**config.mk**
```make
export PLATFORM = sky130hd
export DESIGN_NAME = pipe_hazard_ctrl_flat
export DESIGN_NICKNAME = d
export VERILOG_FILES = /design/src/rtl/pipe_ctrl_pkg.sv /design/src/rtl/pipe_hazard_ctrl_if.sv /design/src/rtl/pipe_hazard_ctrl_md_busy_timer.sv /design/src/rtl/pipe_hazard_ctrl.sv /design/src/flat_wrapper.sv
export SDC_FILE = /design/constraint.sdc
export NUM_CORES = 1
export LEC_CHECK = 0
export CORE_MARGIN = 2
export CORE_UTILIZATION = 48
export CTS_CLUSTER_SIZE = 30
export DETAILED_ROUTE_END_ITERATION = 10
export GPL_ROUTABILITY_DRIVEN = 0
export GPL_TIMING_DRIVEN = 0
export HOLD_SLACK_MARGIN = 0.15
export PLACE_DENSITY = 0.78
export SLEW_MARGIN = 20
export SYNTH_ARGS = -nofsm -noshare
export SYNTH_HDL_FRONTEND = slang
export SYNTH_SLANG_ARGS = --single-unit
```
**constraint.sdc**
```tcl
create_clock -name clk -period 5 [get_ports clk]
set_clock_uncertainty 0.15 [all_clocks]
set_input_delay 1.5 -clock clk [delete_from_list [all_inputs] [get_ports clk]]
set_output_delay 1.5 -clock clk [all_outputs]
set_load 0.03 [all_outputs]
```
**src/rtl/pipe_ctrl_pkg.sv**
```systemverilog
// Shared types and constants for the pipeline hazard controller and its
// multiply/divide occupancy timer.
package pipe_ctrl_pkg;

    typedef enum logic {
        IDLE = 1'b0,
        BUSY = 1'b1
    } md_state_e;

    localparam int          TWIDTH       = 2;
    localparam logic [1:0]  TUSE_NONE    = 2'd3;
    localparam int          MULT_CYC_DEF = 5;
    localparam int          DIV_CYC_DEF  = 10;
    localparam int          CNT_W        = 4;

endpackage

```
**src/rtl/pipe_hazard_ctrl_if.sv**
```systemverilog
// Pipeline-side view of the hazard controller: decode/exec operand info in,
// stall controls and multiply/divide occupancy out.
interface pipe_hazard_ctrl_if;
    import pipe_ctrl_pkg::*;

    logic [4:0]        rs_D;
    logic [4:0]        rt_D;
    logic [TWIDTH-1:0] tuse_rs_D;
    logic [TWIDTH-1:0] tuse_rt_D;
    logic [4:0]        writereg_E;
    logic [4:0]        writereg_M;
    logic [TWIDTH-1:0] tnew_E;
    logic [TWIDTH-1:0] tnew_M;
    logic              md_use_D;
    logic              md_start_E;
    logic              md_div_E;
    logic              pc_en;
    logic              d_en;
    logic              e_flush;
    logic              md_busy;
    logic [31:0]       stall_count;

    modport master (
        output rs_D, rt_D, tuse_rs_D, tuse_rt_D, writereg_E, writereg_M,
               tnew_E, tnew_M, md_use_D, md_start_E, md_div_E,
        input  pc_en, d_en, e_flush, md_busy, stall_count
    );

    modport slave (
        input  rs_D, rt_D, tuse_rs_D, tuse_rt_D, writereg_E, writereg_M,
               tnew_E, tnew_M, md_use_D, md_start_E, md_div_E,
        output pc_en, d_en, e_flush, md_busy, stall_count
    );

endinterface

```
**src/rtl/pipe_hazard_ctrl_md_busy_timer.sv**
```systemverilog
// Multiply/divide occupancy timer: a two-state FSM with a down-counter that
// reports the unit busy from the start cycle until the latency has elapsed.
module md_busy_timer
    import pipe_ctrl_pkg::*;
#(
    parameter int MULT_CYC = MULT_CYC_DEF,
    parameter int DIV_CYC  = DIV_CYC_DEF
) (
    input  logic clk,
    input  logic reset,
    input  logic start,
    input  logic is_div,
    output logic busy
);

    localparam logic [CNT_W-1:0] MULT_LD = CNT_W'(MULT_CYC);
    localparam logic [CNT_W-1:0] DIV_LD  = CNT_W'(DIV_CYC);

    md_state_e        r_state;
    md_state_e        w_state_nxt;
    logic [CNT_W-1:0] r_cnt;
    logic [CNT_W-1:0] w_cnt_nxt;

    // State and counter registers; reset aborts any operation in flight
    always_ff @(posedge clk) begin
        if (reset) begin
            r_state <= IDLE;
            r_cnt   <= {CNT_W{1'b0}};
        end else begin
            r_state <= w_state_nxt;
            r_cnt   <= w_cnt_nxt;
        end
    end

    // Next-state logic; a start seen while BUSY is deliberately ignored
    always_comb begin
        w_state_nxt = r_state;
        w_cnt_nxt   = r_cnt;
        case (r_state)
            IDLE: begin
                if (start) begin
                    w_cnt_nxt   = is_div ? DIV_LD : MULT_LD;
                    w_state_nxt = BUSY;
                end else begin
                    w_cnt_nxt   = r_cnt;
                    w_state_nxt = IDLE;
                end
            end
            BUSY: begin
                w_cnt_nxt = r_cnt - {{(CNT_W-1){1'b0}}, 1'b1};
                if (r_cnt <= {{(CNT_W-1){1'b0}}, 1'b1}) begin
                    w_state_nxt = IDLE;
                end else begin
                    w_state_nxt = BUSY;
                end
            end
            default: begin
                w_state_nxt = IDLE;
                w_cnt_nxt   = {CNT_W{1'b0}};
            end
        endcase
    end

    // Start cycle counts as busy so a dependent D-stage op stalls immediately
    assign busy = (r_state == BUSY) | start;

endmodule

```
**src/rtl/pipe_hazard_ctrl.sv**
```systemverilog
// Pipeline hazard controller: decodes RAW data hazards against E/M stages and
// multiply/divide occupancy into PC/D enables, a D/E flush and a stall counter.
module pipe_hazard_ctrl
    import pipe_ctrl_pkg::*;
#(
    parameter int MULT_CYC = MULT_CYC_DEF,
    parameter int DIV_CYC  = DIV_CYC_DEF
) (
    input  logic                clk,
    input  logic                reset,
    pipe_hazard_ctrl_if.slave   bus
);

    logic        w_haz_rs_e;
    logic        w_haz_rt_e;
    logic        w_haz_rs_m;
    logic        w_haz_rt_m;
    logic        w_data_stall;
    logic        w_md_busy;
    logic        w_md_stall;
    logic        w_stall;
    logic [31:0] r_stall_count;

    // A consumer stalls only when the producer result arrives after it is needed
    assign w_haz_rs_e = (bus.rs_D != 5'd0) && (bus.rs_D == bus.writereg_E) &&
                        (bus.tnew_E > bus.tuse_rs_D);
    assign w_haz_rt_e = (bus.rt_D != 5'd0) && (bus.rt_D == bus.writereg_E) &&
                        (bus.tnew_E > bus.tuse_rt_D);
    assign w_haz_rs_m = (bus.rs_D != 5'd0) && (bus.rs_D == bus.writereg_M) &&
                        (bus.tnew_M > bus.tuse_rs_D);
    assign w_haz_rt_m = (bus.rt_D != 5'd0) && (bus.rt_D == bus.writereg_M) &&
                        (bus.tnew_M > bus.tuse_rt_D);

    assign w_data_stall = w_haz_rs_e | w_haz_rt_e | w_haz_rs_m | w_haz_rt_m;
    assign w_md_stall   = bus.md_use_D & w_md_busy;
    assign w_stall      = w_data_stall | w_md_stall;

    // The E instruction is valid even when D stalls, so its start always counts
    md_busy_timer #(
        .MULT_CYC (MULT_CYC),
        .DIV_CYC  (DIV_CYC)
    ) u_md_busy_timer (
        .clk    (clk),
        .reset  (reset),
        .start  (bus.md_start_E),
        .is_div (bus.md_div_E),
        .busy   (w_md_busy)
    );

    // Saturating count of stalled cycles
    always_ff @(posedge clk) begin
        if (reset) begin
            r_stall_count <= 32'd0;
        end else if (w_stall && (r_stall_count != 32'hFFFF_FFFF)) begin
            r_stall_count <= r_stall_count + 32'd1;
        end else begin
            r_stall_count <= r_stall_count;
        end
    end

    assign bus.pc_en       = ~w_stall;
    assign bus.d_en        = ~w_stall;
    assign bus.e_flush     = w_stall;
    assign bus.md_busy     = w_md_busy;
    assign bus.stall_count = r_stall_count;

endmodule

```
**src/flat_wrapper.sv**
```systemverilog
// flat-port wrapper written by rule: the top's interface ports become plain ports
module pipe_hazard_ctrl_flat import pipe_ctrl_pkg::*;
#(
    parameter int MULT_CYC = MULT_CYC_DEF,
    parameter int DIV_CYC  = DIV_CYC_DEF
)
  (clk, reset, bus_rs_D, bus_rt_D, bus_tuse_rs_D, bus_tuse_rt_D, bus_writereg_E, bus_writereg_M, bus_tnew_E, bus_tnew_M, bus_md_use_D, bus_md_start_E, bus_md_div_E, bus_pc_en, bus_d_en, bus_e_flush, bus_md_busy, bus_stall_count);
  pipe_hazard_ctrl_if bus_i ();
  input  logic clk;
  input  logic reset;
  input wire logic [$bits(bus_i.rs_D)-1:0] bus_rs_D;
  input wire logic [$bits(bus_i.rt_D)-1:0] bus_rt_D;
  input wire logic [$bits(bus_i.tuse_rs_D)-1:0] bus_tuse_rs_D;
  input wire logic [$bits(bus_i.tuse_rt_D)-1:0] bus_tuse_rt_D;
  input wire logic [$bits(bus_i.writereg_E)-1:0] bus_writereg_E;
  input wire logic [$bits(bus_i.writereg_M)-1:0] bus_writereg_M;
  input wire logic [$bits(bus_i.tnew_E)-1:0] bus_tnew_E;
  input wire logic [$bits(bus_i.tnew_M)-1:0] bus_tnew_M;
  input wire logic [$bits(bus_i.md_use_D)-1:0] bus_md_use_D;
  input wire logic [$bits(bus_i.md_start_E)-1:0] bus_md_start_E;
  input wire logic [$bits(bus_i.md_div_E)-1:0] bus_md_div_E;
  output wire logic [$bits(bus_i.pc_en)-1:0] bus_pc_en;
  output wire logic [$bits(bus_i.d_en)-1:0] bus_d_en;
  output wire logic [$bits(bus_i.e_flush)-1:0] bus_e_flush;
  output wire logic [$bits(bus_i.md_busy)-1:0] bus_md_busy;
  output wire logic [$bits(bus_i.stall_count)-1:0] bus_stall_count;
  assign bus_i.rs_D = bus_rs_D;
  assign bus_i.rt_D = bus_rt_D;
  assign bus_i.tuse_rs_D = bus_tuse_rs_D;
  assign bus_i.tuse_rt_D = bus_tuse_rt_D;
  assign bus_i.writereg_E = bus_writereg_E;
  assign bus_i.writereg_M = bus_writereg_M;
  assign bus_i.tnew_E = bus_tnew_E;
  assign bus_i.tnew_M = bus_tnew_M;
  assign bus_i.md_use_D = bus_md_use_D;
  assign bus_i.md_start_E = bus_md_start_E;
  assign bus_i.md_div_E = bus_md_div_E;
  assign bus_pc_en = bus_i.pc_en;
  assign bus_d_en = bus_i.d_en;
  assign bus_e_flush = bus_i.e_flush;
  assign bus_md_busy = bus_i.md_busy;
  assign bus_stall_count = bus_i.stall_count;
  pipe_hazard_ctrl #(.MULT_CYC(MULT_CYC), .DIV_CYC(DIV_CYC)) u_core (.clk(clk), .reset(reset), .bus(bus_i));
endmodule
```
==> results of run 1 <==
[worst max-delay path by stage]
stage	from	end	slack (ns)
CTS	bus_tnew_E[0]	bus_pc_en	0.04
global route	bus_rt_D[3]	bus_pc_en	-0.02
finish	bus_rt_D[3]	bus_pc_en	0.05
floorplan	bus_tuse_rt_D[1]	bus_pc_en	0.17
global placement	bus_tuse_rt_D[1]	bus_pc_en	-1.06
detailed placement	bus_tuse_rt_D[1]	bus_pc_en	-1.07
[where the power goes]
group / switching, uW / internal [uW] / leakage [uW]
clock: 111 / 99.3 / 0.0000395
sequential: 6.06 / 301 / 0.000299
combinational: 87.7 / 73.5 / 0.000874
total: 205 / 473 / 0.00121
[flip-flops by register name, indices dropped and copies added, names as in the netlist]
name                            flops
u_core.u_md_busy_timer.r_state      1
u_core.u_md_busy_timer.r_cnt        4
u_core.bus.stall_count             32
[area by class of cell]
cell class | count | area, sq um | share of cell area (%)
Buffer | 17 | 87.58 | 2.570
Multi-Input combinational cell | 231 | 1638 | 48.05
Clock buffer | 8 | 80.08 | 2.349
Tap cell | 67 | 83.83 | 2.460
Timing Repair Buffer | 74 | 729.5 | 21.40
Inverter | 13 | 48.80 | 1.432
Sequential cell | 37 | 740.7 | 21.73
[worst max-delay path: cells and delay by family]
family	cells	cell delay [ns]
buf+inv	3	0.79
compound gates	2	0.49
simple gates	2	0.38
xor+xnor	1	0.14
[through the flow]
step	hold WS [ns]	cells
2_1_floorplan	0.3304	299
3_3_place_gp	0.3269	434
3_5_place_dp	0.3331	434
4_1_cts	0.3449	445
5_1_grt	0.3585	447
6_report	0.3426	447
[logic make-up after synthesis]
group | count (synthesis)
compound gates | 64
fa+ha+maj | 11
xor+xnor | 20
flops | 37
simple gates | 127
mux | 8
buf+inv | 32
[cell usage in the layout (no fill, tap or decap), types with 3 or more instances in the layout]
| cell | instances |
|---|---|
| nand2_1 | 14 |
| dlymetal6s2s_1 | 5 |
| o21ai_0 | 13 |
| buf_2 | 5 |
| o31ai_1 | 8 |
| ha_4 | 3 |
| xnor2_1 | 13 |
| buf_6 | 3 |
| buf_4 | 7 |
| and3_1 | 9 |
| a21oi_1 | 26 |
| ha_1 | 8 |
| and4_1 | 4 |
| inv_2 | 4 |
| nor4_2 | 3 |
| nand3b_1 | 3 |
| mux2_2 | 4 |
| nand3_1 | 8 |
| or3_1 | 11 |
| dfxtp_1 | 37 |
| xor2_1 | 7 |
| a211oi_1 | 3 |
| clkbuf_8 | 5 |
| nor2_1 | 16 |
| nor4_1 | 4 |
| clkbuf_1 | 11 |
| inv_1 | 9 |
| or4_1 | 10 |
| nor2b_1 | 11 |
| nand4_1 | 17 |
| mux2_1 | 4 |
| clkdlybuf4s50_1 | 58 |
| nor3_1 | 6 |
[metal layers]
metal,part of all wire (%),global-route usage (%),vias up
met4,1.4,6.823,0
met5,0,0,-
li1,-,-,1283
met2,47,41.62,91
met1,46,34.26,1220
met3,4.9,4.685,14
[timing repair]
item | 4_1_cts | 5_1_grt
gates cloned | 1 | 0
resized for setup | 23 | 18
hold buffers | 0 | 0
buffers inserted | 4 | 2
setup endpoints to repair | 3 | 3
pin swaps | 9 | 11
==> out/qor.csv, run 1 <==
metric;value;unit
antenna_found_initial;0;
grt_pass1_vias;2426;
cts_made_buffers;5;
stdcell_area;3408;sq um
tightest_slew;0.6049;ns
syn2layout_area_growth;40.12;%
reg2reg_depth;8;
synth_top_family_by_area;simple AND/OR/NAND/NOR gates;
crit_chain;clkdlybuf4s50_1 > xnor2_1 > nand3_1 > a2111oi_4 > o22ai_2 > and3_4 > buf_6 > buf_6;
n_antenna_cell;0;
ys_warn_count;0;
cts_buffer_depth;2;
hold_viol;0;
holdPathStages;2;
synth_area_leaders;dfxtp_1 (30%), ha_1 (5.7%), a21oi_1 (5.6%);
antenna_left;0;
drc;0;
max_freq;202.1;MHz
ys_seq_area_share;30.45;%
reg2reg_from;u_core.bus.stall_count[2];
min_period;4.948;ns
first_iter_violations;148;
r2r_slack;2.52;ns
cp-start-kind;input pin;
gr-total-overflow;0;
place_area;3197;sq um
gr-usage-all-layers;25.32;%
syn-num-nets;343;
cap_viol_max_count;0;
initial_core_util;50.49;%
setup_viol;0;
fin_nets;423;
worst_skew_pair.late_latency;0.29;ns
synthTopCellsByCount;dfxtp_1 (37), a21oi_1 (27), nand4_1 (17), nor2_1 (16), nand2_1 (15);
wl_per_cell;16.22;um
ys_ff_latch;37;
cp.required;3.35;ns
io_buffers;68;
slowest_delay;0.55;ns
fill_cells;434;
hp-start;u_core.bus.stall_count[27];
syn_avg_cell_area;8.135;sq um
post-place-ws;-1.072;ns
cp-end-kind;output pin;
post-route-period-util;98.96;%
syn_inst;299;
num_rows;25;
powerDensity;199.0;nW/um^2
drv_slew;0;
power;678.1;uW
synth_mux_area_share;3.704;%
fp.dieW;75.19;um
drive_above_1_share;12.11;%
ys.flop_type;dfxtp_1;
path_class;in -> out;
synth_fa_ha_area_share;5.658;%
async_reset_ff_share;0;%
status;completed;
clk_pin_slew;0.08;ns
r2r_end;u_core.bus.stall_count[18];
yosysMostFrequentCell;dfxtp_1;
core_area;4817;sq um
cts_sinks;37;
tns;0;ns
die_y;75.19;um
dpl.hpwl;5.164;mm
holdCritPathClass;reg -> reg;
irDropWorstVdd;0.1576;mV
synth_top_area_share;30.45;%
cp_data_arrival_time;3.30;ns
worst_slack;0.05196;ns
relSlewSlack;59.46;%
dieArea;5653;sq um
synth_xor_area_share;7.202;%
htree_num_levels;2;
grt_max_degree;12;
crit_top_cell;buf_6;
fin_util;70.75;%
synth-compound-area-share;15.95;%
vias;2608;
min_to;u_core.bus.stall_count[27];
p_leak;0.001213;uW
root_buffer;clkbuf_8;
synthSimpleGateAreaFrac;31.17;%
cp_max_fo;6;
crit_slowest_cell;clkdlybuf4s50_1;
cts_tree;done;
grt_pass1_wl;11.14;mm
drt-total-wl;7.250;mm
first_pass_iters;5;
pin_count;69;
synth-edff-count;0;
synth_cell_types;43;
synth_area;2432;sq um
synth_top_cell_by_area;dfxtp_1;
viasPerCell;5.834;
(Power assumes the default switching activity.)
==> run 2: changes to the inputs <==
--- a/config.mk
+++ b/config.mk
@@ -7,7 +7,6 @@
 export LEC_CHECK = 0
 export CORE_MARGIN = 2
 export CORE_UTILIZATION = 48
-export CTS_CLUSTER_SIZE = 30
 export DETAILED_ROUTE_END_ITERATION = 10
 export GPL_ROUTABILITY_DRIVEN = 0
 export GPL_TIMING_DRIVEN = 0
==> results of run 2 <==
No change in the layout: final DEF, timing and power equal those of run 1.
